$ cat src/rtl/seq_det_pkg.sv
// Shared defaults and helpers for the programmable serial pattern detector.
package seq_det_pkg;

   localparam int MAX_LEN_DEF = 8;
   localparam int CNT_W_DEF   = 8;

   localparam logic [MAX_LEN_DEF-1:0] RST_PATTERN_DEF = 8'b0000_1001;
   localparam int                     RST_LEN_DEF     = 4;
   localparam bit                     RST_OVERLAP_DEF = 1'b1;

   // Width needed to hold a pattern length of 0..max_len.
   function automatic int len_w(input int max_len);
      return $clog2(max_len + 1);
   endfunction

endpackage

$ cat src/rtl/sat_counter.sv
// Saturating up-counter with synchronous clear (clear wins over increment).
module sat_counter #(
   parameter int CNT_W = 8
) (
   input  logic             clk,
   input  logic             reset_n,
   input  logic             clr,
   input  logic             inc,
   output logic [CNT_W-1:0] q
);

   // Count up on inc, stick at all-ones, clear takes priority.
   always_ff @(posedge clk or negedge reset_n) begin
      if (!reset_n) begin
         q <= '0;
      end else if (clr) begin
         q <= '0;
      end else if (inc && (q != '1)) begin
         q <= q + CNT_W'(1);
      end
   end

endmodule

$ cat src/rtl/seq_detector_prog.sv
// Runtime-programmable Moore serial pattern detector with valid qualifier,
// overlap/non-overlap mode, saturating match counter and sticky config error.
module seq_detector_prog
   import seq_det_pkg::*;
#(
   parameter int                 MAX_LEN     = MAX_LEN_DEF,
   parameter int                 CNT_W       = CNT_W_DEF,
   parameter logic [MAX_LEN-1:0] RST_PATTERN = RST_PATTERN_DEF,
   parameter int                 RST_LEN     = RST_LEN_DEF,
   parameter bit                 RST_OVERLAP = RST_OVERLAP_DEF
) (
   input  logic                        clk,
   input  logic                        reset_n,
   input  logic                        in,
   input  logic                        in_valid,
   input  logic                        cfg_load,
   input  logic [MAX_LEN-1:0]          cfg_pattern,
   input  logic [len_w(MAX_LEN)-1:0]   cfg_len,
   input  logic                        cfg_overlap,
   input  logic                        clear_count,
   output logic                        out,
   output logic [CNT_W-1:0]            match_count,
   output logic [len_w(MAX_LEN)-1:0]   fill,
   output logic                        cfg_err
);

   localparam int LW = len_w(MAX_LEN);

   // The oldest history bit is never compared (only fill_n bits of hist_n
   // are), so only MAX_LEN-1 bits need storing; hist_n is the full window.
   logic [MAX_LEN-2:0] hist;
   logic [MAX_LEN-1:0] hist_n;
   logic [MAX_LEN-1:0] pat;
   logic [LW-1:0]      len;
   logic               ovl;

   logic [LW-1:0]      fill_n;
   logic [MAX_LEN-1:0] mask;
   logic               match;
   logic               cfg_ok;
   logic               hit;

   // Next history window, saturated fill and masked compare against the pattern.
   always_comb begin
      hist_n = {hist, in};
      fill_n = (fill == LW'(MAX_LEN)) ? fill : fill + LW'(1);
      mask   = '0;
      for (int unsigned i = 0; i < MAX_LEN; i++) begin
         mask[i] = (i < 32'(len));
      end
      match  = (fill_n >= len) && (((hist_n ^ pat) & mask) == '0);
      cfg_ok = (cfg_len != '0) && (cfg_len <= LW'(MAX_LEN));
      hit    = !cfg_load && in_valid && match;
   end

   // Detector state, shadow configuration and registered match flag.
   always_ff @(posedge clk or negedge reset_n) begin
      if (!reset_n) begin
         hist    <= '0;
         fill    <= '0;
         out     <= 1'b0;
         cfg_err <= 1'b0;
         pat     <= RST_PATTERN;
         len     <= LW'(RST_LEN);
         ovl     <= RST_OVERLAP;
      end else if (cfg_load) begin
         fill <= '0;
         out  <= 1'b0;
         if (cfg_ok) begin
            pat <= cfg_pattern;
            len <= cfg_len;
            ovl <= cfg_overlap;
         end else begin
            cfg_err <= 1'b1;
         end
      end else if (in_valid) begin
         hist <= hist_n[MAX_LEN-2:0];
         out  <= match;
         fill <= (match && !ovl) ? '0 : fill_n;
      end else begin
         out <= 1'b0;
      end
   end

   sat_counter #(
      .CNT_W (CNT_W)
   ) u_match_cnt (
      .clk     (clk),
      .reset_n (reset_n),
      .clr     (clear_count),
      .inc     (hit),
      .q       (match_count)
   );

endmodule

$ cat config.mk
export PLATFORM = sky130hd
export DESIGN_NAME = seq_detector_prog
export DESIGN_NICKNAME = d
export VERILOG_FILES = /design/src/rtl/seq_det_pkg.sv /design/src/rtl/sat_counter.sv /design/src/rtl/seq_detector_prog.sv
export SDC_FILE = /design/constraint.sdc
export NUM_CORES = 1
export LEC_CHECK = 0
export CORE_MARGIN = 2
export CORE_UTILIZATION = 58
export CTS_BUF_LIST = sky130_fd_sc_hd__clkbuf_8
export DETAILED_ROUTE_END_ITERATION = 7
export GPL_TIMING_DRIVEN = 0
export PLACE_DENSITY = 0.9
export RECOVER_POWER = 100
export SYNTH_ARGS = -nofsm -noshare
export SYNTH_HDL_FRONTEND = slang
export SYNTH_SLANG_ARGS = --single-unit
$ cat constraint.sdc
create_clock -name clk -period 4.4 [get_ports clk]
set_input_delay 0.44 -clock clk [delete_from_list [all_inputs] [get_ports clk]]
set_output_delay 0.44 -clock clk [all_outputs]
set_load 0.01 [all_outputs]
==> results.md, run 1 <==
- The run finished, with violations left.
- The worst-case clock skew is 0.001545 ns.
- The worst ir drop on vdd is around 0.00038 V.
- Leaving out fill and tap cells, the most frequent cell in the layout is dfrtp_1.
- In this run the clock root is driven by a clkbuf_8.
- Yosys printed 0 warnings.
- The worst pin sits at a relative slew slack of -18.92%.
- The number of diodes is 0.
- The first global-routing pass estimated 6361 um of wire.
- The sequential cell area fraction in the yosys report is 48.27%.
- The global placer's final weighted congestion is approximately 0.9.
- The critical path is of the reg -> reg type.
- The average vias per placed instance is approximately 6.0.
- The post-CTS setup-driven buffer insertion count is 0.
- The number of max-capacitance violations reported is 1.
- The HPWL after detailed placement is roughly 2900 um.
- The number of endpoints failing setup at the final stage is 0.
- Of the cells placed in the final design, the portion with a size suffix greater than 1 is 16.34%.
- The first-pass detailed-route iteration total is 4.
- The worst hold slack is 0.4687 ns.
- Row generation in the floorplan step produced 20 rows.
- The H-tree was split into 2 levels.
- For the pin with the worst max-slew slack, the measured transition is 1.784 ns.
- The starting DRC count in detailed routing is between 80 and 90.
- The critical path startpoint category is a flip-flop.
- The post-cts sizing count is 0.
- CTS saw 34 sinks.
- In the routed design, unresolved DRC markers number 0.
- The final global-route overflow total is 0.
- STA classifies the critical path endpoint as a flip-flop.
- The classification of the worst-slack hold path is reg -> reg.
- The die covers 3515 um^2.
- The initial utilization of the core area, before any placement, comes to 59.54%.
- Summed over all instances, the cell type with the most area after synthesis is dfrtp_1.
- The number of global-route vias before repair was roughly 1,400.
- The highest achievable clock rate is 309.8 MHz.
- The I/O pin count is 33.
- The checks that failed: capacitance limit, slew limit.
- The insertion delay to the later sink of the worst-skew pair is about 0.29 ns.
- The number of hold-repair buffers added at the cts stage is 0.
- The buffer depth of the longest clock path is 2.
- Clock tree synthesis inserted a total of 5 buffers.
- In this run the vertical extent of the chip is 59.29 um.
- Entering global routing, the biggest net connects 35 pins.
- The number of nets with antenna violations after detailed routing is 0.
- STA puts the critical path data arrival time at 3.42 ns.
- The data required time at the worst endpoint is 4.59 ns.
- The core region is 2978 um^2.
- The total count of max-transition violations in the final report was 35.
- The hold violation total from the final report is 0.
- Counting flops and latches in the post-synthesis netlist gives 34.
- The number of standard cells after synthesis is 163.
- In the finished design, the share of the clock period the worst path needs comes to 73.37%.
- The worst reg2reg path depth is 13.
- The final critical delay including setup and external delays is 3.228 ns.
- The most critical setup path has its startpoint at fill[0]$_DFFE_PN0P_.
- The termination of the worst setup path is u_match_cnt.q[6]$_DFFE_PN0P_.
- Summing every instance area after synthesis gives ~1800 um^2.
- The power density over the cells is 382.3 nW/um^2.
- The die width is 59.29 um.
- Setup total negative slack on the finished layout was measured at 0 ns.
- After synthesis, the netlist uses 38 different library cells.
- Clock-pin slew was measured on the worst setup and hold paths at 0.07 ns.
- Port buffering added 31 buffers.
- The start of the worst register-to-register path is fill[0]$_DFFE_PN0P_.
- The share of synthesized area in the top cell type comes to 42.34%.
- Dividing the detail-routed wire length by the instance count gives 16.91 um.
- For flop-to-flop paths, the worst setup slack is 1.17 ns.
- In the layout the commonest cells are dfrtp_1 (30), mux2_2 (21), dlygate4sd3_1 (16), clkdlybuf4s50_1 (14).
- The standby leakage power is 0.9432 nW.
- Cells fill 74.20% of the core in the end.
- Setup repair after global routing left no endpoint under its margin.
- From synthesis to final layout, the design area changed by 24.63%.
- A synthesized cell averages 10.88 um^2.
- The endpoint identified for the worst register-to-register timing path is u_match_cnt.q[6]$_DFFE_PN0P_.
- The initial antenna violation count is 0.
- The number of nets handed over by synthesis was roughly 190.
- The biggest fanout along the worst timing path is 10.
- TritonCTS built the clock tree.
- The overall via count from detail_route is between 1,000 and 1,500.
- For this run, the total global-route usage over all layers was measured as 25.40%.
- The final layout contains routed wiring with a total length of 3975 um.
- Sorting the synthesized cells by area gives the leading types as dfrtp_1 (42%), mux2_2 (13%), dfstp_2 (5.9%).
- At the end of the flow, the number of nets in the layout was roughly 230.
==> state kept, by name (all words and copies together) (netlist names) <==
name	flops
pat	8
u_match_cnt.q	8
hist	7
fill	4
len	4
cfg_err	1
out	1
ovl	1
==> cell type report <==
class	instances	area, um^2
multi-input combinational	115	864.6
sequential	34	855.8
clock inverter	2	8.758
tap	33	41.29
buffer	4	15.01
clock buffer	6	82.58
fill	212	768.2
inverter	10	37.54
timing repair buffer	31	304.0
==> worst min-delay path by stage <==
stage | startpoint | end | depth (start not counted)
6_report | cfg_err$_DFFE_PN0P_ | cfg_err$_DFFE_PN0P_ | 1
5_1_grt | cfg_err$_DFFE_PN0P_ | cfg_err$_DFFE_PN0P_ | 1
4_1_cts | reset_n | u_match_cnt.q[3]$_DFFE_PN0P_ | 1
3_5_place_dp | cfg_err$_DFFE_PN0P_ | cfg_err$_DFFE_PN0P_ | 1
3_3_place_gp | cfg_err$_DFFE_PN0P_ | cfg_err$_DFFE_PN0P_ | 1
2_1_floorplan | reset_n | cfg_err$_DFFE_PN0P_ | 0
==> report_power, final <==
| part | leakage, nW | switching, mW | internal (mW) |
|---|---|---|---|
| combinational | 0.469 | 0.0905 | 0.104 |
| sequential | 0.422 | 0.0452 | 0.366 |
| clock | 0.0524 | 0.115 | 0.124 |
==> critical path: stages (launching register included) <==
cell and delay [ns]:
dfrtp_1 0.42, inv_1 0.11, ha_1 0.16, nand2_1 0.08
nor2_1 0.15, xnor2_1 0.16, ha_1 0.25, nand2b_1 0.13
a2111oi_0 0.46, nor4_1 0.12, nand3_1 0.27, clkbuf_1 0.39
nor2_1 0.14, a311oi_1 0.27
==> cells by family after synthesis <==
kind of cell    Yosys count  synth area share, %
mux                      21                13.34
compound gates           36                13.20
flops                    34                48.27
xor+xnor                 11                5.434
simple gates             40                11.86
buf+inv                  14                2.964
fa+ha+maj                 7                4.940
==> cells in the mapped netlist (all sizes together) <==
master,instances
mux2,21
dfstp,4
o21bai,1
buf,1
nand3,6
xor2,1
o41ai,1
xnor2,10
o21a,1
or3,2
nor2b,3
nand2b,1
a21oi,11
o22ai,1
nor2,6
a2111oi,1
and3,3
nor4b,1
dfrtp,30
clkbuf,3
ha,7
o31ai,3
o31a,1
nor4,2
o211ai,3
a31o,1
inv,10
or2,1
nand2,8
nor3,3
o21ai,6
o2111ai,1
or4,3
a41oi,1
a311oi,1
o221ai,1
and2,1
a31oi,2
==> metal layers <==
layer	routed length, um	track usage, %	up-vias
li1	-	-	674
met1	1590	29.50	678
met2	2077	42.23	48
met3	204	7.860	10
met4	102	12.66	0
met5	0	0	-
==> through the flow <==
stage	cells	power (mW)	worst slack, ns	area (um^2)
final	235	0.8447	1.172	2210
after floorplan	163	0.5400	1.740	1773
after detailed placement	227	0.6109	1.188	2120
after global routing	235	0.8872	0.9279	2210
after CTS	235	0.8513	1.184	2211
after global placement	227	0.5927	1.484	2125
No activity file was read; power rests on OpenSTA's default activity.
==> inputs of run 2 (changes only) <==
--- a/config.mk
+++ b/config.mk
@@ -6,11 +6,11 @@
 export NUM_CORES = 1
 export LEC_CHECK = 0
 export CORE_MARGIN = 2
-export CORE_UTILIZATION = 58
+export CORE_UTILIZATION = 48
 export CTS_BUF_LIST = sky130_fd_sc_hd__clkbuf_8
 export DETAILED_ROUTE_END_ITERATION = 7
 export GPL_TIMING_DRIVEN = 0
-export PLACE_DENSITY = 0.9
+export PLACE_DENSITY = 0.8
 export RECOVER_POWER = 100
 export SYNTH_ARGS = -nofsm -noshare
 export SYNTH_HDL_FRONTEND = slang
==> constraint.sdc (replaced) <==
create_clock -name clk -period 2.85 [get_ports clk]
set_input_delay 0.285 -clock clk [delete_from_list [all_inputs] [get_ports clk]]
set_output_delay 0.285 -clock clk [all_outputs]
set_load 0.01 [all_outputs]
==> run 2 against run 1 <==
Against the previous run: die area grew 19%; combinational power increased by 73%; clock power up 37%; sequential power increased by 54%; maximum frequency increased by 13%; cell area rose by 6.8%; the flow still finishes with violations (capacitance limit, slew limit); sequential share of layout area shrank 2.5 points.
==> results.md, run 2 (synthesis gave the netlist of run 1 again) <==
- Counting I/O delays and the setup requirement, the final critical path takes 2.849 ns.
- Across all layers, the routed design uses 1,493 vias.
- The floorplan step defined a core boundary enclosing 3606 um^2.
- Cells with a size suffix above 1 make up 26.21% of the layout.
- The final total power is 1.296 mW.
- The cell-internal power is 0.9133 mW.
- The mean routed wirelength per cell is 17.28 um.
- In the layout the commonest cells are dfrtp_1 (30), mux2_2 (21), clkdlybuf4s50_1 (16), dlygate4sd3_1 (14), inv_1 (12).
- The number of cells on the worst reg-to-reg path is 13.
- The flow ran to the end, but the final reports show violations.
- The first-pass detailed-route iteration total is 4.
- The I/O pin count is 33.
- The worst pin sits at a relative slew slack of -19.98%.
- The floorplan step set the die height to 64.78 um.
- The relative contribution of sequential cells to total power is about half.
- The floorplan has 22 rows.
- Summed over all nets, the switching power comes to 0.3830 mW.
- Across every metal layer, demand over resource in global routing totals 21.46%.
- After clock tree synthesis, the clock-pin slew on the worst setup and hold paths is 0.07 ns.
- 0 antenna diodes ended up in the layout.
- Routability-driven placement finished with a final weighted congestion of 0.8897.
- In this run the tool buffered the top-level ports with 31 buffer cells.
- The endpoint kind of the worst setup timing path is a flip-flop.
- The share of power burned in the clock network is approximately 25%.
- From synthesis to final layout, the design area changed by 33.10%.
- The residual DRC count is 0.
- Counting the fill cells in the layout gives 285.
- Combinational logic burns 26.0% of the power.
- In the routed layout, each cell is associated on average with a via count of 5.878.
- The post-route non-filler standard cell count is 254.
- The clock sink count is 34.
- Net switching is 29.55% of the power.
- The final reports fail on capacitance limit, slew limit.
- Data on the critical path arrives at its endpoint at 3.01 ns.
- The number of endpoints failing setup at the final stage is 0.
- The initial antenna violation count is 0.
- The initial utilization of the core area, before any placement, comes to 49.17%.
- The cell sitting at the root of the clock tree is a clkbuf_8.
- The total overflow left after global routing is 0.
- The number of cells on the worst hold path is 2.
- CTS built an H-tree with a depth of 2.
- Based on the critical path, the design can be clocked at up to 351.0 MHz.
- For this block, the initial DRC count from the detailed router was around 120.
- The placed wire-length estimate after detailed placement is 2992 um.
- The number of global-route vias before repair was 1,534.
- The hold violation total from the final report is 0.
- The number of nets with antenna violations after detailed routing is 0.
- Setup repair after global routing could not meet its margin everywhere.
- The die width is 64.78 um.
- The number of hold-repair buffers added at the cts stage is 0.
- In this run, CTS created clock tree buffers numbering 5.
- The critical path startpoint category is a flip-flop.
- The placed cell count is 242.
- The data required time at the worst endpoint is around 3 ns.
- For this design the static power due to leakage is 0.9997 nW.
- Dividing total power by cell area gives a power density of 549.3 nW/um^2.
- The classification of the worst-slack hold path is in -> reg.
- The total count of max-transition violations in the final report is 35.
- The number of max-capacitance violations reported is 1.
- The largest registers in the layout are pat: 8 flops, u_match_cnt.q: 8 flops, hist: 7 flops.
- The maximum number of pins on one net before global-route repair is 35.
- The share of the cycle needed by the critical path after routing is 99.96%.
- The category of the critical setup timing path is reg -> reg.
- The first-pass GRT wire length is ~6900 um.
- The floorplan step defined a die boundary enclosing between 4000 and 5000 um^2.
- The biggest fanout along the worst timing path is 10.
- The final-stage net count is about 230.
- The insertion delay to the later sink of the worst-skew pair is 0.29 ns.
- Adding up every negative setup slack in the final design gives 0 ns.
- Across the routed clock network, the largest skew measured is 0.005804 ns.
- The library cell used most frequently in the layout, excluding fill and tap cells, is dfrtp_1.
- The routed design has 4390 um of wire.
- Counting along the longest clock path gives a buffer depth of 2.
- Hold timing on the final database bottoms out at a slack of 0.4345 ns.
- TritonCTS built the clock tree.
- At the pin with the least slew margin, the transition time is 1.800 ns.
- The worst-case IR drop observed on VDD is 0.0003569 V.
- The utilization of the core after routing is 65.44%.
[run 2: cell types whose count changed in the layout (fill, tap and decap cells not counted), sizes merged]
cell / change
clkdlybuf4s50: +2
dlygate4sd3: -2
clkbuf: -1
inv: +2
clkinv: -1
buf: +4
[run 2: per-layer routing]
layer  routed length [um]  GRT usage, %  share of wire (%)  up-vias
met2                 2215         35.57                 50       56
met5                    0             0                  0        -
met3                  261         6.250                5.9       21
met4                  173         11.70                3.9        0
li1                     -             -                  -      674
met1                 1739         24.89                 40      742
[run 2: final timing paths]
check                                     from                      endpoint  slack (ns)
min                                clear_count  u_match_cnt.q[5]$_DFFE_PN0P_        0.43
min reg2reg                cfg_err$_DFFE_PN0P_           cfg_err$_DFFE_PN0P_        0.48
min in group asynchronous              reset_n            pat[1]$_DFFE_PN0P_        0.47
max in group asynchronous              reset_n            pat[6]$_DFFE_PN0P_        1.34
max reg2reg                fill[1]$_DFFE_PN0P_  u_match_cnt.q[5]$_DFFE_PN0P_       0.001
max                        fill[1]$_DFFE_PN0P_  u_match_cnt.q[5]$_DFFE_PN0P_       0.001
[run 2: cell type report]
| cell class | count | area [um^2] | share of cell area, % |
|---|---|---|---|
| Sequential cell | 34 | 855.8 | 36.27 |
| Buffer | 4 | 25.02 | 1.060 |
| Multi-Input combinational cell | 115 | 963.4 | 40.83 |
| Timing Repair Buffer | 35 | 337.8 | 14.32 |
| Inverter | 10 | 37.54 | 1.591 |
| Clock buffer | 5 | 68.82 | 2.916 |
| Clock inverter | 3 | 11.26 | 0.4772 |
| Tap cell | 48 | 60.06 | 2.545 |
[run 2: stage by stage]
step | setup WS (ns) | area, um^2
after global placement | -0.05737 | 2143
after CTS | 0.01977 | 2251
after detailed placement | -0.2612 | 2138
after global routing | -0.1671 | 2360
after floorplan | 0.1901 | 1773
final | 0.001033 | 2360
[run 2: repair_timing]
action	CTS	global route
setup buffers	2	2
pin swaps	2	12
resized for setup	5	21
endpoints found under the setup margin	13	13
[run 2: worst max-delay path, cell delays in order (launching register included)]
cell and delay, ns:
dfrtp_1 0.42, inv_1 0.08, ha_2 0.20, nand2_4 0.07, nor2_4 0.13, xnor2_2 0.09, ha_1 0.28, nand2b_4 0.11
a2111oi_2 0.07, nor4_2 0.34, nand3_2 0.27, clkbuf_8 0.25, o31ai_1 0.32, a21oi_2 0.09
[run 2: power by group through the flow]
stage / clock network (mW) / registers, mW / logic (mW)
global route: 0.352 / 0.642 / 0.373
finish: 0.327 / 0.632 / 0.337
floorplan: 0 / 0.625 / 0.209
detailed placement: 0 / 0.641 / 0.296
global placement: 0 / 0.636 / 0.281
CTS: 0.333 / 0.632 / 0.308
==> inputs of run 3 (changes only) <==
--- a/config.mk
+++ b/config.mk
@@ -5,13 +5,15 @@
 export SDC_FILE = /design/constraint.sdc
 export NUM_CORES = 1
 export LEC_CHECK = 0
+export CAP_MARGIN = 5
 export CORE_MARGIN = 2
 export CORE_UTILIZATION = 48
 export CTS_BUF_LIST = sky130_fd_sc_hd__clkbuf_8
 export DETAILED_ROUTE_END_ITERATION = 7
-export GPL_TIMING_DRIVEN = 0
+export GPL_TIMING_DRIVEN = 1
 export PLACE_DENSITY = 0.8
 export RECOVER_POWER = 100
+export REMOVE_ABC_BUFFERS = 1
 export SYNTH_ARGS = -nofsm -noshare
 export SYNTH_HDL_FRONTEND = slang
 export SYNTH_SLANG_ARGS = --single-unit
==> run 3 against run 2 <==
Against the previous run: the run still ends with capacitance limit, slew limit left; worst setup slack improved by 0.017 ns; sequential share of layout area fell by 0.077 points; critical path depth did not move; total power rose by 4.5%; via count fell by 1.8%; combinational power rose by 2%; clock power rose by 13%; global-route usage fell by 0.50 points; sequential power rose by 0.9%; register-to-register slack improved by 0.02 ns; final cell count did not move; critical path type unchanged.
==> results.md, run 3 (synthesis gave the netlist of run 1 again) <==
- The flow ran to the end, but the final reports show violations.
- The checks that failed: capacitance limit, slew limit.
- The data required time at the worst endpoint is 3.06 ns.
- The highest achievable clock rate is 353.1 MHz.
- Among cell families on the critical path, the largest total delay comes from simple AND/OR/NAND/NOR gates.
- For this design, the sink count on the clock tree is 34.
- Headroom to the max-slew limit came out at -19.47%.
- The overall global routing resource usage is 20.96%.
- Of the total power, combinational logic draws between 20 and 30%.
- At the pin with the least slew margin, the transition time is 1.792 ns.
- The final layout contains 231 nets.
- The clock passes through at most 2 buffers.
- The starting DRC count in detailed routing is about 120.
- The placed wire-length estimate after detailed placement is about 2900 um.
- The clock tree from TritonCTS is built.
- STA classifies the critical path endpoint as a flip-flop.
- The library cell used most frequently in the layout, excluding fill and tap cells, is dfrtp_1.
- The number of placement rows is 22.
- The overall via count from detail_route is 1,466.
- The area enclosed by the die boundary is 4196 um^2.
- The layout has 274 filler cells.
- The number of placed instances, taps included, is 244.
- For the worst-skew pair, the clock arrives at the later sink with an insertion delay of 0.29 ns.
- The critical path contains buffers and inverters numbering 2 combined.
- Summing all flip-flop and latch instances after layout gives 855.8 um^2.
- VDD sags by at most between 0.0002 and 0.0003 V.
- Clock-pin slew was measured on the worst setup and hold paths at ~0.070 ns.
- The cell sitting at the root of the clock tree is a clkbuf_8.
- Walking the worst path, the cells encountered are inv_2 > ha_4 > nand2_4 > nor2_4 > xnor2_2 > ha_1 > nand2b_1 > a2111oi_2 > nor4_2 > nand3_2 > buf_6 > or3_1 > a21oi_2.
- The number of global-route vias before repair is 1,453.
- The area overhead of the layout relative to synthesis is 33.38%.
- The I/O pin count is 33.
- The total detailed-routing wirelength is 4181 um.
- The critical-path cell with the highest stage delay is nor4_2.
- The cell-internal power is about 0.94 mW.
- The classification of the worst-slack hold path is reg -> reg.
- Using the TritonRoute via totals, the vias-per-cell ratio works out to roughly 5.8.
- The first detailed-routing pass took 4 iterations.
- The number of endpoints failing setup at the final stage is 0.
- Entering global routing, the biggest net connects 35 pins.
- Once layout is complete, the cells apart from fillers number 254.
- The hold violation total from the final report was 0.
- In this run the power spent charging and discharging nets is approximately 0.41 mW.
- In this run the number of H-tree levels came out at 2.
- The final total power is approximately 1.4 mW.
- The number of max-capacitance violations reported is 1.
- In this run the standard cell core region covers 3606 um^2.
- The layout cell share with drive strength beyond 1 is 26.70%.
- The first-pass GRT wire length is 6699 um.
- The total count of max-transition violations in the final report is 35.
- The global placer's final weighted congestion is 0.9039.
- The largest registers in the layout are pat: 8 flops, u_match_cnt.q: 8 flops, hist: 7 flops.
- For this design the static power due to leakage is 0.9896 nW.
- Data on the critical path arrives at its endpoint at 3.04 ns.
- The area used by multi-input combinational logic is 947.2 um^2.
- In this run switching power makes up 30.33% of total power.
- The effective utilization at floorplan is around half.
- The power density over the cells is around 570 nW/um^2.
- For this run, the slowest stage of the critical path takes roughly 0.42 ns.
- The final global-route overflow total is 0.
- The relative contribution of sequential cells to total power is between 40% and 50%.
- The vertical die dimension is 64.78 um.
- The share of power burned in the clock network is 27.4%.
- The number of diodes is 0.
- Dividing the final minimum period by the clock period gives 99.37%.
- The number of nets with antenna violations after detailed routing is 0.
- Measured on the finished design, the core utilization comes to 65.58%.
- The category of the critical setup timing path is reg -> reg.
- The biggest fanout along the worst timing path is 8.
- The worst reg2reg path depth is 13.
- The mean routed wirelength per cell is 16.46 um.
- The number of buffers created by CTS is 5.
- The number of cells on the worst hold path is 1.
- The worst-case clock skew is 0.002661 ns.
- The count of cell instances traversed by the critical path is 13.
- The initial antenna violation count is 0.
- After detailed routing, the number of remaining DRC violations is 0.
- The library cells used most frequently in the layout, excluding fill and tap cells, are dfrtp_1 (30), mux2_2 (21), dlygate4sd3_1 (17), clkdlybuf4s50_1 (15), xnor2_1 (9).
- The clock period could shrink to ~2.8 ns.
- During placement, the flow inserted port buffers numbering 32.
- The die width is roughly 65 um.
- The worst setup path is launched from a flip-flop.
## run 3: area by class of cell
cell class	count	area share, %
multi-input cells	115	40.05
flip-flops and latches	34	36.19
repair buffers	39	15.61
clock buffers	6	3.492
well taps	48	2.540
inverters	10	1.587
clock inverters	2	0.5291
## run 3: stage by stage
stage | instance area [um^2] | hold slack, ns | TNS, ns | setup slack (ns)
CTS | 2271 | 0.4108 | 0 | 0.03007
global placement | 2176 | 0.4691 | 0 | 0.1647
floorplan | 1758 | -0.01059 | 0 | 0.03184
detailed placement | 2176 | 0.4747 | 0 | 0.04122
finish | 2365 | 0.4831 | 0 | 0.01794
global route | 2365 | 0.5176 | -1.566 | -0.2198
## run 3: per-layer routing
layer | vias to the layer above | wire length (um) | GRT usage [%]
met3 | 13 | 216 | 6.076
met4 | 0 | 108 | 7.181
met1 | 723 | 1724 | 25.88
met2 | 55 | 2132 | 35.05
met5 | - | 0 | 0
li1 | 675 | - | -
## run 3: timing repair
item                       4_1_cts  5_1_grt
setup buffers                    0        2
setup endpoints to repair        0       12
resized for setup                0       22
hold buffers                     0        0
## run 3: final timing paths
path / from / end / slack [ns]
worst max-delay path: fill[0]$_DFFE_PN0P_ / u_match_cnt.q[0]$_DFFE_PN0P_ / 0.02
worst min-delay path: cfg_err$_DFFE_PN0P_ / cfg_err$_DFFE_PN0P_ / 0.48
worst max register to register: fill[0]$_DFFE_PN0P_ / u_match_cnt.q[0]$_DFFE_PN0P_ / 0.02
worst min register to register: cfg_err$_DFFE_PN0P_ / cfg_err$_DFFE_PN0P_ / 0.48
max in group asynchronous: reset_n / fill[0]$_DFFE_PN0P_ / 0.81
min in group asynchronous: reset_n / pat[5]$_DFFE_PN0P_ / 1.01
## run 3: power groups by stage
| stage | Clock (mW) | Sequential (mW) | Combinational, mW |
|---|---|---|---|
| floorplan | 0 | 0.625 | 0.205 |
| detailed placement | 0 | 0.644 | 0.306 |
| global route | 0.408 | 0.650 | 0.382 |
| global placement | 0 | 0.635 | 0.290 |
| CTS | 0.381 | 0.637 | 0.310 |
| finish | 0.371 | 0.638 | 0.345 |
